File: src/rtl/ps2_pkg.sv
// Shared constants and FSM state types for the PS/2 keyboard front end.
// PS2_PARITY_CHECK_EN (optional) enables odd-parity enforcement in ps2_frame_rx.
package ps2_pkg;

  localparam logic [7:0] PS2_BREAK  = 8'hF0;
  localparam logic [7:0] PS2_EXT    = 8'hE0;
  localparam logic [7:0] PS2_NONE   = 8'h00;
  localparam logic [7:0] PS2_LSHIFT = 8'h12;

  typedef enum logic [1:0] {
    FR_IDLE,
    FR_DATA,
    FR_PARITY,
    FR_STOP
  } frame_state_t;

  typedef enum logic [1:0] {
    DEC_NORM,
    DEC_BRK,
    DEC_EXT,
    DEC_EXT_BRK
  } dec_state_t;

  // True when data plus parity bit hold an odd number of ones.
  function automatic logic odd_parity_ok(input logic [7:0] data, input logic par);
    return ^{data, par};
  endfunction

endpackage

File: src/rtl/ps2_frame_rx.sv
// PS/2 device-to-host deserialiser: synchroniser, clock glitch filter, frame FSM, timeout.
// Build option PS2_PARITY_CHECK_EN: parity mismatch drops the byte and pulses frame_err.
//
// state     | meaning
// ----------+----------------------------------------------
// FR_IDLE   | waiting for a start bit (data=0 on a falling edge)
// FR_DATA   | shifting in 8 data bits, LSB first
// FR_PARITY | sampling the parity bit
// FR_STOP   | sampling the stop bit, byte accepted or rejected
module ps2_frame_rx #(
  parameter int FILTER_LEN  = 8,
  parameter int TIMEOUT_CYC = 200000
) (
  input  logic       clk,
  input  logic       reset,
  input  logic       ps2_clk,
  input  logic       ps2_data,
  output logic [7:0] rx_byte,
  output logic       rx_valid,
  output logic       frame_err
);
  import ps2_pkg::*;

  localparam int FW = $clog2(FILTER_LEN + 1);
  localparam int TW = $clog2(TIMEOUT_CYC + 1);
  localparam logic [FW-1:0] FILT_LAST = FW'(FILTER_LEN - 1);
  localparam logic [TW-1:0] TO_LOAD   = TW'(TIMEOUT_CYC - 1);

  logic [1:0]    clk_sync;
  logic [1:0]    data_sync;
  logic          clk_s;
  logic          data_s;
  logic          filt;
  logic          filt_d;
  logic [FW-1:0] filt_cnt;
  logic          sample_evt;

  frame_state_t  state;
  frame_state_t  state_n;
  logic [7:0]    shreg;
  logic [2:0]    bit_cnt;
  logic [TW-1:0] to_cnt;
  logic          shift_en;
  logic          valid_set;
  logic          err_set;
  logic          par_ok;

  // Lines idle high, so the synchronisers and filter reset to 1.
  always_ff @(posedge clk) begin
    if (reset) begin
      clk_sync  <= 2'b11;
      data_sync <= 2'b11;
    end else begin
      clk_sync  <= {clk_sync[0], ps2_clk};
      data_sync <= {data_sync[0], ps2_data};
    end
  end

  assign clk_s  = clk_sync[1];
  assign data_s = data_sync[1];

  // filt_cnt counts consecutive samples that disagree with the filtered level.
  always_ff @(posedge clk) begin
    if (reset) begin
      filt     <= 1'b1;
      filt_d   <= 1'b1;
      filt_cnt <= '0;
    end else begin
      filt_d <= filt;
      if (clk_s == filt) begin
        filt_cnt <= '0;
      end else if (filt_cnt == FILT_LAST) begin
        filt     <= clk_s;
        filt_cnt <= '0;
      end else begin
        filt_cnt <= filt_cnt + 1'b1;
      end
    end
  end

  assign sample_evt = filt_d & ~filt;

`ifdef PS2_PARITY_CHECK_EN
  logic par_bit;

  always_ff @(posedge clk) begin
    if (reset) begin
      par_bit <= 1'b0;
    end else if (sample_evt && state == FR_PARITY) begin
      par_bit <= data_s;
    end
  end

  assign par_ok = odd_parity_ok(shreg, par_bit);
`else
  assign par_ok = 1'b1;
`endif

  always_ff @(posedge clk) begin
    if (reset) begin
      state <= FR_IDLE;
    end else begin
      state <= state_n;
    end
  end

  always_comb begin
    state_n   = state;
    shift_en  = 1'b0;
    valid_set = 1'b0;
    err_set   = 1'b0;
    case (state)
      FR_IDLE: begin
        if (sample_evt) begin
          if (!data_s) state_n = FR_DATA;
          else         err_set = 1'b1;
        end
      end
      FR_DATA: begin
        if (sample_evt) begin
          shift_en = 1'b1;
          if (bit_cnt == 3'd7) state_n = FR_PARITY;
        end
      end
      FR_PARITY: begin
        if (sample_evt) state_n = FR_STOP;
      end
      FR_STOP: begin
        if (sample_evt) begin
          state_n = FR_IDLE;
          if (data_s && par_ok) valid_set = 1'b1;
          else                  err_set   = 1'b1;
        end
      end
      default: state_n = FR_IDLE;
    endcase
    // A sample event in the same cycle keeps the frame alive.
    if (state != FR_IDLE && !sample_evt && to_cnt == '0) begin
      state_n   = FR_IDLE;
      shift_en  = 1'b0;
      valid_set = 1'b0;
      err_set   = 1'b1;
    end
  end

  always_ff @(posedge clk) begin
    if (reset) begin
      shreg     <= '0;
      bit_cnt   <= '0;
      to_cnt    <= TO_LOAD;
      rx_byte   <= PS2_NONE;
      rx_valid  <= 1'b0;
      frame_err <= 1'b0;
    end else begin
      rx_valid  <= valid_set;
      frame_err <= err_set;
      if (valid_set) rx_byte <= shreg;
      if (state == FR_IDLE) begin
        bit_cnt <= '0;
      end else if (shift_en) begin
        shreg   <= {data_s, shreg[7:1]};
        bit_cnt <= bit_cnt + 1'b1;
      end
      if (sample_evt || state == FR_IDLE) begin
        to_cnt <= TO_LOAD;
      end else if (to_cnt != '0) begin
        to_cnt <= to_cnt - 1'b1;
      end
    end
  end

endmodule

File: src/rtl/ps2_scan_rx.sv
// PS/2 keyboard front end: receives frames and tracks the two most recently held make codes.
// Build option PS2_PARITY_CHECK_EN is passed through to ps2_frame_rx.
//
// state       | meaning
// ------------+-------------------------------------------
// DEC_NORM    | next byte is a make code or a prefix
// DEC_BRK     | F0 seen, next byte is a released key
// DEC_EXT     | E0 seen, extended key follows
// DEC_EXT_BRK | E0 F0 seen, extended release follows
module ps2_scan_rx #(
  parameter int FILTER_LEN  = 8,
  parameter int TIMEOUT_CYC = 200000
) (
  input  logic       clk,
  input  logic       reset,
  input  logic       ps2_clk,
  input  logic       ps2_data,
  output logic [7:0] scan,
  output logic [7:0] prevscan,
  output logic [7:0] rx_byte,
  output logic       rx_valid,
  output logic       frame_err
);
  import ps2_pkg::*;

  dec_state_t dstate;
  dec_state_t dstate_n;
  logic [7:0] scan_n;
  logic [7:0] prevscan_n;

  ps2_frame_rx #(
    .FILTER_LEN  (FILTER_LEN),
    .TIMEOUT_CYC (TIMEOUT_CYC)
  ) u_frame (
    .clk       (clk),
    .reset     (reset),
    .ps2_clk   (ps2_clk),
    .ps2_data  (ps2_data),
    .rx_byte   (rx_byte),
    .rx_valid  (rx_valid),
    .frame_err (frame_err)
  );

  always_ff @(posedge clk) begin
    if (reset) begin
      dstate   <= DEC_NORM;
      scan     <= PS2_NONE;
      prevscan <= PS2_NONE;
    end else begin
      dstate   <= dstate_n;
      scan     <= scan_n;
      prevscan <= prevscan_n;
    end
  end

  always_comb begin
    dstate_n   = dstate;
    scan_n     = scan;
    prevscan_n = prevscan;
    if (rx_valid) begin
      case (dstate)
        DEC_NORM: begin
          if (rx_byte == PS2_BREAK) begin
            dstate_n = DEC_BRK;
          end else if (rx_byte == PS2_EXT) begin
            dstate_n = DEC_EXT;
          end else if (rx_byte != scan) begin
            // New make and re-press of prevscan both shift the old scan down.
            scan_n     = rx_byte;
            prevscan_n = scan;
          end
        end
        DEC_BRK: begin
          dstate_n = DEC_NORM;
          if (rx_byte == scan) begin
            scan_n     = prevscan;
            prevscan_n = PS2_NONE;
          end else if (rx_byte == prevscan) begin
            prevscan_n = PS2_NONE;
          end
        end
        DEC_EXT: begin
          dstate_n = (rx_byte == PS2_BREAK) ? DEC_EXT_BRK : DEC_NORM;
        end
        DEC_EXT_BRK: begin
          dstate_n = DEC_NORM;
        end
        default: dstate_n = DEC_NORM;
      endcase
    end
  end

endmodule

File: config.mk
export PLATFORM = sky130hd
export DESIGN_NAME = ps2_scan_rx
export DESIGN_NICKNAME = d
export VERILOG_FILES = /design/src/rtl/ps2_pkg.sv /design/src/rtl/ps2_frame_rx.sv /design/src/rtl/ps2_scan_rx.sv
export SDC_FILE = /design/constraint.sdc
export NUM_CORES = 1
export LEC_CHECK = 0
export CAP_MARGIN = 25
export CORE_UTILIZATION = 30
export CTS_CLUSTER_DIAMETER = 40
export DETAILED_ROUTE_END_ITERATION = 12
export GPL_TIMING_DRIVEN = 0
export PLACE_DENSITY = 0.46
export SYNTH_ARGS = -nofsm -noshare
export SYNTH_HDL_FRONTEND = slang
export SYNTH_HIERARCHICAL = 1
export SYNTH_SLANG_ARGS = --single-unit
export TNS_END_PERCENT = 1
File: constraint.sdc
create_clock -name clk -period 4.1 [get_ports clk]
set_input_delay 0.82 -clock clk [delete_from_list [all_inputs] [get_ports clk]]
set_output_delay 0.82 -clock clk [all_outputs]
set_load 0.01 [all_outputs]
# Yosys cells after proc, flatten, opt, wreduce, memory -nomap -nowiden
# Cells that the tools add are included.
word_totals:
  wordCells: 102
  output_inout_bits: 26
  regBits: 69
  input_bits: 4
op_classes:
  addsub: 3
  eq_ne: 26
  mux: 33
  reduce_logical: 21
  n_bitwise: 4
ops:
  columns: ["operator", "count"]
  rows:
  - ["8-bit two-way mux", 9]
  - ["8-bit one-hot mux with 2 select lines", 2]
  - ["18-bit logical NOT", 1]
  - ["2-bit two-way mux", 9]
  - ["6-bit AND reduction", 3]
  - ["18-bit nonzero test", 1]
  - ["18-bit by 1-bit subtractor with 18-bit output (second input constant)", 1]
  - ["8-bit == test", 2]
  - ["8-bit == test (second input constant)", 2]
  - ["1-bit two-way mux", 10]
  - ["2-bit by 1-bit inequality test with 1-bit output (second input constant)", 5]
  - ["2-bit inequality test (second input constant)", 5]
  - ["2-bit == test (second input constant)", 4]
  - ["8-bit inequality test", 1]
  - ["2-bit one-hot mux with 4 select lines", 1]
  - ["2-bit OR reduction", 4]
  - ["3-bit inequality test (second input constant)", 2]
  - ["2-bit one-hot mux with 3 select lines", 1]
  - ["2-bit AND reduction", 3]
  - ["4-bit by 1-bit adder with 4-bit output (second input constant)", 1]
  - ["2-bit by 1-bit == test with 1-bit output (second input constant)", 2]
  - ["4-bit by 3-bit == test with 1-bit output (second input constant)", 1]
  - ["2-bit logical NOT", 2]
  - ["2-bit nonzero test", 2]
  - ["other kinds (10)", 13]

# Depth between registers and ports, before layout
# Gate-level depths: netlist of run 1.
logic_depth:
  depth_word: 7
  depth_mapped: 8
  ltp_nobuf: 6

# Hierarchy
# Netlist of run 1, hierarchy kept.
modules_own_cells:
  columns: ["mod", "n_inst", "area_each_um2", "cells_each", "seq_area_each_um2"]
  rows:
  - ["ps2_frame_rx", 1, 2265.9, 270, 1021.0]
  - ["ps2_scan_rx", 1, 1262.5, 132, 360.3]

# Worst setup path before layout of run 1
# Ideal clock, no wire load.
synth_timing:
  path_type: "flip-flop to flip-flop"
  startpoint: "register u_frame.to_cnt[0]"
  endpoint: "register u_frame.to_cnt[14]"
  required_ns: 4.028
  synth_period_minus_slack_ns: 2.090
  t_arrival_ns: 2.019
  setup_ns: 0.072
  path_stages_with_launch: 8
  path_buffers: 1
  path_slack_ns: 2.010
  path_cell_list: "dfxtp_1 > inv_1 > ha_1 > or3b_1 > buf_2 > or4_1 > or4_1 > a21oi_1"
synth_between:
  elab_chain_cells: 1
  word_cells_on_any_way: 2
  classes_between: "add/sub (1); reduce/logical (1)"
synth_lines:
  columns: ["item", "line_no", "source"]
  rows:
  - ["start, declared", "ps2_frame_rx.sv:42", "logic [TW-1:0] to_cnt;"]
  - ["start signal, assigned", "ps2_frame_rx.sv:167", "to_cnt <= to_cnt - 1'b1;"]
  - ["18-bit by 1-bit subtractor with 18-bit output / 18-bit nonzero test (equally long branches)", "ps2_frame_rx.sv:167, ps2_frame_rx.sv:166", null]
# Parallel ways exist; a longest one is shown, timed or not.
# A chain may end at the register's enable or synchronous reset.

# Worst setup path in the final report of run 1
layout_timing:
  startpoint: "input port reset"
  endpoint: "register u_frame.to_cnt[17]"
layout_between:
  elab_chain_cells: 1
layout_lines:
  columns: ["item", "line_no", "source"]
  rows:
  - ["start, declared", "ps2_scan_rx.sv:15", "input logic reset,"]
  - ["2-bit OR reduction (no line)", null, null]
# Every way passes these cells.

==> flow_summary.ini, run 1 <==
[outcome]
status = finished clean

[synthesis]
yosysUniqueCellTypes = 60
synthFlopType = dfxtp_1
synth_nets = 414
seq_area_frac_synth = 0.391
synthArstFlopShare = 0
yosysWarnings = 6
yosys.area.top_type = dfxtp_1
synth.area.top_cells = dfxtp_1 39%, mux2i_1 5.1%, xor2_1 4.5%
yosysMostFrequentCell = dfxtp_1
synth-seq-cells = 69
syn_inst = 402
synth_area_per_cell_sq_um = 8.78
netlist_top_cells_count = 69 x dfxtp_1, 39 x nand2_1, 30 x a21oi_1
synth_top_area_share = 0.391
synth_area_sq_mm = 0.00353
synth_edf_count = 0

[placement]
dpl-instance-area_sq_mm = 0.00400
portBuffers = 29
gp_congestion = 0.785
dp_hpwl_um = 6320

[global_routing]
grt-ovfl-total = 0
grt_antenna_before_repair = 0
grt_max_degree = 13
grt_pass1_vias = 2957
grt_pass1_wl_um = 14700
grt_usage = 0.148

[clock_network]
clkTransAtPathRegs_ns = 0.05
numCtsBuffers = 9
clkLatencyLatePin_ns = 0.33
hold_buffers = 0
cts.sinks = 69
ctsResizeCount = 0
h-tree-depth = 3
cts_tree = yes
post_cts_buffers = 0
cts_max_path_buffers = 2
root_buffer = clkbuf_16

[die]
core-area_sq_mm = 0.0114
die_area_sq_mm = 0.0122
start_util = 0.309
placementRows = 39
die_w_um = 110
pin_count = 30
die_h_um = 110

[pwr]
p_leak_nw = 1.66
powerDensity_mw_per_mm2 = 355
vdd_drop_max_uv = 142

[routing]
remaining_drc_errors = 0
firstDrtPassIters = 4
antenna_violating_nets_post_route = 0
viasPerCell = 5.08
wl_per_cell_um = 14.2
vias = 2996
wl_um = 8390
drt_iter0_drc = 103

[worst_setup_path]
critPathKind = in -> reg
cp-start-kind = input port
cp_max_fo = 10
end_kind = flop
arrival_ns = 3.02
critPathRequiredTime_ns = 4.31

[layout]
nNetsFinal = 454
seq_area_sq_mm = 0.00138
fillers = 1191
antenna-diode-count = 0
area_growth_pct = 22.5
layout-drive-gt1-share = 0.0984
multiInputGateArea_sq_mm = 0.00203
final_area_sq_mm = 0.00432

[timing]
finalCritPeriodShare = 0.687
rsz0062_at_grt = no
clock_skew_ns = 0.00709
setup_viol = 0
maxSlewHeadroom = 0.425
fmax_mhz = 355
timing.setup.tns_ns = 0
final_hold_viol_count = 0
fin_crit_ns = 2.82
slew_viol_final = 0
hold_ws_ns = 0.406
tightestPinTransition_ns = 0.854

[min_path]
holdCritPathClass = reg -> reg

[run]
cap_violations = 0
-- layout by cell type, fill, tap and decap left out, types with 4 or more instances in the layout --
cell             instances
ha_1                     8
inv_1                    9
nand3_1                  9
and4_1                   4
o31ai_1                  4
a31oi_1                  4
nor2b_1                 16
dfxtp_1                 69
or3_1                    4
xor2_1                  18
or2_2                    5
a211oi_2                 8
mux2i_1                 18
nand2b_1                 4
clkbuf_16                9
a21oi_1                 30
clkdlybuf4s50_1         29
nor4_1                   7
o21ai_0                 25
nor2_1                  22
nand3b_1                 5
nand2_1                 39
nor3_1                  20
clkbuf_1                13
and3_1                   5
a22oi_1                  6
-- stage by stage --
stage               power (mW)  instances  setup slack, ns  utilization
floorplan                0.704        402             2.01            -
global placement         0.716        574            0.937        0.350
detailed placement       0.716        574            0.920        0.350
CTS                       1.56        590             1.28        0.379
global route              1.59        590             1.06        0.379
finish                    1.53        590             1.28        0.379
-- registers in the layout, indices dropped and copies added, names as in the netlist, 3 cells and up --
name / count
u_frame/to_cnt: 18
prevscan: 8
scan: 8
u_frame/rx_byte: 8
u_frame/shreg: 8
u_frame/filt_cnt: 4
u_frame/bit_cnt: 3
-- metal layers --
metal	GRT usage	part of all wire
met5	0	0
met4	0.0560	0.0088
met3	0.0313	0.034
met2	0.228	0.45
met1	0.202	0.51
-- layout make-up --
class / count / share of cell area
Tap cell: 143 / 0.0414
Inverter: 9 / 0.00781
Clock inverter: 6 / 0.0200
Timing Repair Buffer: 29 / 0.0671
Clock buffer: 10 / 0.0553
Multi-Input combinational cell: 305 / 0.469
Buffer: 19 / 0.0197
Sequential cell: 69 / 0.320
-- final timing paths --
path                        from             endpoint  slack [ns]  cells after the start
max                        reset   u_frame/to_cnt[17]        1.28                      7
min          u_frame/clk_sync[0]  u_frame/clk_sync[1]        0.41                      1
max reg2reg    u_frame/to_cnt[0]    u_frame/to_cnt[5]        1.73                      8
min reg2reg  u_frame/clk_sync[0]  u_frame/clk_sync[1]        0.41                      1
-- power by group --
part	internal, mW	switching (mW)	total (mW)	leakage (nW)
clock	0.547	0.286	0.834	0.158
sequential	0.674	0.00355	0.678	0.557
combinational	0.0100	0.0136	0.0237	0.948
total	1.23	0.303	1.53	1.66
-- critical path, cell delays in order --
cell	delay, ns
clkdlybuf4s50_1	0.61
clkbuf_1	0.34
or2_0	0.39
nor2_1	0.18
clkbuf_1	0.42
o211a_1	0.23
nor3_1	0.05
-- cells by family after synthesis --
kind of cell | synth area share
AO/OA/AOI/OAI | 0.177
XOR/XNOR | 0.0496
adder cells (fa/ha/maj) | 0.0284
buffers and inverters | 0.0337
flip-flops | 0.391
multiplexers | 0.0543
AND/OR/NAND/NOR | 0.266
Power figures use the tool's default switching activity.
==> run 2: changes to the inputs <==
- clock period: 4.1 -> 2.84 ns (I/O delays scaled with it)
==> results of run 2 <==
Same layout as run 1 (identical final DEF). Status: finished clean.
Among the figures that moved: setup slack after placement 0.920 ns -> -0.0877 ns; setup slack after layout 1.28 ns -> 0.277 ns; register-to-register setup slack 1.73 ns -> 0.47 ns; total power 1.53 mW -> 2.22 mW; worst IR drop on VDD 142 uV -> 205 uV
